File: src/rtl/vga_pixel_fetch.sv
// +----------------------------------------------------------------------------+
// | vga_pixel_fetch: scaled frame-buffer address generation, pixel return     |
// | path and vsync-aligned double-buffer base swapping.  Rev 1.0               |
// +----------------------------------------------------------------------------+
`default_nettype none

module vga_pixel_fetch #(
  parameter int VGA_MAX_H     = 1650 - 1,
  parameter int VGA_MAX_V     = 750 - 1,
  parameter int VGA_WIDTH     = 1280,
  parameter int VGA_HEIGHT    = 720,
  parameter int FB_WIDTH      = 320,
  parameter int SCALE_H_SHIFT = 2,
  parameter int SCALE_V_SHIFT = 2,
  parameter int ADDR_BITS     = 16,
  parameter int BPP           = 8
) (
  input  logic                 clk,
  input  logic                 reset,
  input  logic [31:0]          count_h,
  input  logic [31:0]          count_v,
  input  logic [ADDR_BITS-1:0] fb_base_in,
  input  logic                 swap_req,
  output logic                 swap_ack,
  output logic                 frame_start,
  output logic [ADDR_BITS-1:0] fb_raddr,
  input  logic [BPP-1:0]       fb_rdata,
  output logic [BPP-1:0]       color_out
);

  localparam logic [31:0]          MAX_H   = 32'(VGA_MAX_H);
  localparam logic [31:0]          MAX_V   = 32'(VGA_MAX_V);
  localparam logic [31:0]          WIDTH   = 32'(VGA_WIDTH);
  localparam logic [31:0]          HEIGHT  = 32'(VGA_HEIGHT);
  localparam logic [31:0]          V_MASK  = 32'((1 << SCALE_V_SHIFT) - 1);
  localparam logic [ADDR_BITS-1:0] FB_STEP = ADDR_BITS'(FB_WIDTH);

  logic [ADDR_BITS-1:0] active_base_q,  active_base_d;
  logic [ADDR_BITS-1:0] pending_base_q, pending_base_d;
  logic                 pending_q,      pending_d;
  logic [ADDR_BITS-1:0] line_addr_q,    line_addr_d;
  logic [ADDR_BITS-1:0] fb_raddr_q,     fb_raddr_d;
  logic                 act1_q,         act1_d;
  logic                 act2_q,         act2_d;
  logic                 swap_ack_q,     swap_ack_d;
  logic                 frame_start_q,  frame_start_d;

  logic        line_end;
  logic        frame_end;
  logic        advance;
  logic        active_now;
  logic [31:0] v_next;

  always_comb begin
    line_end   = (count_h == MAX_H) && (count_v < MAX_V);
    frame_end  = (count_h == MAX_H) && (count_v == MAX_V);
    v_next     = count_v + 32'd1;
    advance    = line_end && ((v_next & V_MASK) == 32'd0) && (v_next < HEIGHT);
    active_now = (count_h < WIDTH) && (count_v < HEIGHT);
  end

  always_comb begin
    active_base_d  = active_base_q;
    pending_base_d = pending_base_q;
    pending_d      = pending_q;
    line_addr_d    = line_addr_q;

    if (frame_end) begin
      if (pending_q) begin
        active_base_d = pending_base_q;
        line_addr_d   = pending_base_q;
        pending_d     = 1'b0;
      end else begin
        line_addr_d   = active_base_q;
      end
    end else if (advance) begin
      line_addr_d = line_addr_q + FB_STEP;
    end

    // Evaluated after the frame-end update so a request on that cycle waits a frame.
    if (swap_req) begin
      pending_d      = 1'b1;
      pending_base_d = fb_base_in;
    end

    swap_ack_d    = frame_end && pending_q;
    frame_start_d = frame_end;
    fb_raddr_d    = line_addr_q + ADDR_BITS'(count_h >> SCALE_H_SHIFT);
    act1_d        = active_now;
    act2_d        = act1_q;
  end

  always_ff @(posedge clk) begin
    if (reset) begin
      active_base_q  <= '0;
      pending_base_q <= '0;
      pending_q      <= 1'b0;
      line_addr_q    <= '0;
      fb_raddr_q     <= '0;
      act1_q         <= 1'b0;
      act2_q         <= 1'b0;
      swap_ack_q     <= 1'b0;
      frame_start_q  <= 1'b0;
    end else begin
      active_base_q  <= active_base_d;
      pending_base_q <= pending_base_d;
      pending_q      <= pending_d;
      line_addr_q    <= line_addr_d;
      fb_raddr_q     <= fb_raddr_d;
      act1_q         <= act1_d;
      act2_q         <= act2_d;
      swap_ack_q     <= swap_ack_d;
      frame_start_q  <= frame_start_d;
    end
  end

  // RAM data arrives in step with the second delay stage.
  assign color_out   = act2_q ? fb_rdata : '0;
  assign fb_raddr    = fb_raddr_q;
  assign swap_ack    = swap_ack_q;
  assign frame_start = frame_start_q;

endmodule

`default_nettype wire

File: config.mk
export PLATFORM = sky130hd
export DESIGN_NAME = vga_pixel_fetch
export DESIGN_NICKNAME = d
export VERILOG_FILES = /design/src/rtl/vga_pixel_fetch.sv
export SDC_FILE = /design/constraint.sdc
export NUM_CORES = 1
export LEC_CHECK = 0
export ABC_AREA = 1
export CAP_MARGIN = 20
export CORE_ASPECT_RATIO = 0.9
export CORE_MARGIN = 4
export CORE_UTILIZATION = 45
export CTS_CLUSTER_DIAMETER = 50
export CTS_CLUSTER_SIZE = 20
export DETAILED_ROUTE_END_ITERATION = 6
export PLACE_DENSITY = 0.87
export SYNTH_ARGS = -nofsm -noshare
export SYNTH_HDL_FRONTEND = slang
export SYNTH_SLANG_ARGS = --single-unit
File: constraint.sdc
create_clock -name clk -period 2.5 [get_ports clk]
set_clock_uncertainty 0.1 [all_clocks]
set_input_delay 0.25 -clock clk [delete_from_list [all_inputs] [get_ports clk]]
set_output_delay 0.25 -clock clk [all_outputs]
set_load 0.05 [all_outputs]
==> run metrics <==
status=completed; Hold Path Class=reg -> reg; Syn. warnings=0; critical path type=reg -> reg; Design Power=2.41 mW; largest net degree at the start of global routing=32; Setup crit end kind=flip-flop; Sink Count=69; Crit Path Max Fanout=3; main combinational cell family by area after synthesis=simple AND/OR/NAND/NOR gates; vias in the first global route=4258; Worst Min Path Start=act1_q; Crit path arrival time=2.36 ns; CTS H-tree lvls=3; sequential share of the synthesized area=32.6%; Synth Area in Compound Gates=13.6%; P&R area growth vs syn=34.2%; final cycle utilization of the critical path=87.2%; WL/cell=12.6 microns; cts hold-fix bufs=0; first-pass GRT wire length=18.7 mm; largest area contributor in the netlist=dfxtp_1; Design Area, Final=5680 sq um; CTS root buffer=clkbuf_8; clock latency on the worst-skew pair=0.35 ns; final core occ=62.3%; Routed WL=11.4 mm; DR vias=4524; Leak=2.43 nW; routability congestion estimate=0.872; crit start category=flip-flop; placed cell count=882; RR Startpoint=line_addr_q[0]; Setup Viol. Count Final=0; fin cells=898; placed inst area=5500 sq um; synthesized area=4230 sq um; nets=879; worst hold path endpoint=act2_q; die height=100 microns; initial antenna violation count=0; commonest non-fill, non-tap cell in the layout=nand2_1; CTS tree=built; FILL cells=823; XOR/XNOR Fraction of Synth Area=1.66%; Max Cap Viol=0; Syn Nets=764; Setup WS pre-CTS=-0.0482 ns; WHS=0.315 ns; post-route setup slack=0.321 ns; mux contribution to synthesized area=0%; Final Hold Fails=0; TritonRoute pass-1 iters=5; fin. max-slew vios=0; dpl hpwl=9.06 mm; VDD IR max=0.289 mV; synth top area cells=dfxtp_1, nand2_1, nor2_1; adder-cell share of the synthesized area=5.20%; area share of the leading cell type in the synthesized netlist=32.6%; most frequent cells in the layout=nand2_1, clkdlybuf4s50_1, nor2_1; f_max=0.459 GHz; pwr/cell area=425 nW/um^2; worst-margin pin slew=0.538 ns; Post-Synth Simple-Gate Area=39.6%; hold path cells=2; core area=9130 sq um; drt drc=0; I/O pins=117; R2R Setup Slk=0.32 ns; FF-to-FF path depth=12; flip-flop and latch count after synthesis=69; IO Port Bufs=116; Tmin final=2.18 ns; Die ar.=11000 sq um; max_slew headroom=64.0%; vias per cell=5.04; Chip Width=110 microns; Iter 0 DRT Violations=244; Avg Cell Area, Syn=6.45 sq um; Mapped Cells=656; Worst-path clk slew=0.08 ns; RSZ-0062 raised after global routing=no; Fin Setup TNS=0 ns; standard-cell rows=33; layout cell share with drive strength beyond 1=9.92%; Total GRT Usage=21.0%; antenna cell count=0; GR Overflow Total=0; Unique masters post-synth=43; clk buf depth=2; RR Endpoint=fb_raddr[12]; Worst Path Required=2.68 ns; total CTS buffers=9; post-route ant nets=0; Starting Density=46.4%
-- flip-flops by register name, indices dropped and copies added, names as in the netlist --
| signal | flops |
|---|---|
| active_base_q | 16 |
| fb_raddr | 16 |
| line_addr_q | 16 |
| pending_base_q | 16 |
| act1_q | 1 |
| act2_q | 1 |
| frame_start | 1 |
| pending_q | 1 |
| swap_ack | 1 |
-- kinds of logic (layout without fill, tap and decap cells) --
kind of cell / count (synthesis) / in the layout
compound gates: 105 / 105
xor+xnor: 8 / 8
fa+ha+maj: 17 / 17
buf+inv: 75 / 195
flops: 69 / 69
simple gates: 382 / 382
-- layout make-up --
type                       instances  area [sq um]  area share, %
timing repair buffer             122          1210           21.2
multi-input combinational        512          2540           44.7
clock buffer                      10           138           2.42
clock inverter                     6          47.5          0.837
sequential                        69          1380           24.3
tap                              122           153           2.69
inverter                          57           214           3.77
-- cells in the mapped netlist, drive strengths merged --
| library cell | number |
|---|---|
| clkbuf | 15 |
| o21a | 1 |
| a21o | 2 |
| ha | 16 |
| a21oi | 53 |
| nor3 | 4 |
| nand2 | 205 |
| o22ai | 1 |
| inv | 55 |
| clkinv | 2 |
| nand3 | 18 |
| nand3b | 2 |
| a21boi | 1 |
| xor2 | 4 |
| nand4 | 12 |
| fa | 1 |
| o31ai | 1 |
| or2 | 1 |
| nor2 | 135 |
| xnor2 | 4 |
| a211oi | 1 |
| buf | 3 |
| nor3b | 3 |
| dfxtp | 69 |
| a221oi | 1 |
| o21ai | 43 |
| o21bai | 1 |
| nor4 | 2 |
-- timing repair --
action                     CTS  global route
gates resized for setup      0             1
setup endpoints to repair    0             1
buffers inserted             0             0
hold endpoints to repair     0             0
-- how the worst max path moves through the flow --
stage	start	end	depth (start not counted)
CTS	line_addr_q[0]	fb_raddr[12]	12
global placement	count_h[2]	fb_raddr[12]	13
finish	line_addr_q[0]	fb_raddr[12]	12
floorplan	line_addr_q[0]	fb_raddr[12]	12
detailed placement	count_h[2]	fb_raddr[12]	13
global route	line_addr_q[0]	fb_raddr[12]	12
-- worst max-delay path, stage by stage (launching register included) --
cell and delay [ns]:
dfxtp_1 0.39, ha_1 0.20, inv_1 0.06, fa_1 0.35, inv_1 0.10, nand3_1 0.10
a21oi_1 0.16, nor2_1 0.08, nor2_1 0.10, o22ai_1 0.09, o21ai_1 0.15, o21ai_0 0.09
a21oi_1 0.13
-- routing by layer --
layer	part of all wire [%]	wire, microns	GRT usage (%)
met1	43	4850	25.8
met2	45	5150	35.4
met3	9.5	1080	5.47
met4	2.4	271	7.48
met5	0	0	0
-- report_power, final --
part	internal, mW	switching, mW	total, mW
Sequential	1.13	0.0125	1.14
Clock	0.391	0.451	0.842
Combinational	0.206	0.223	0.429
Total	1.73	0.686	2.41
Power figures use the tool's default switching activity.
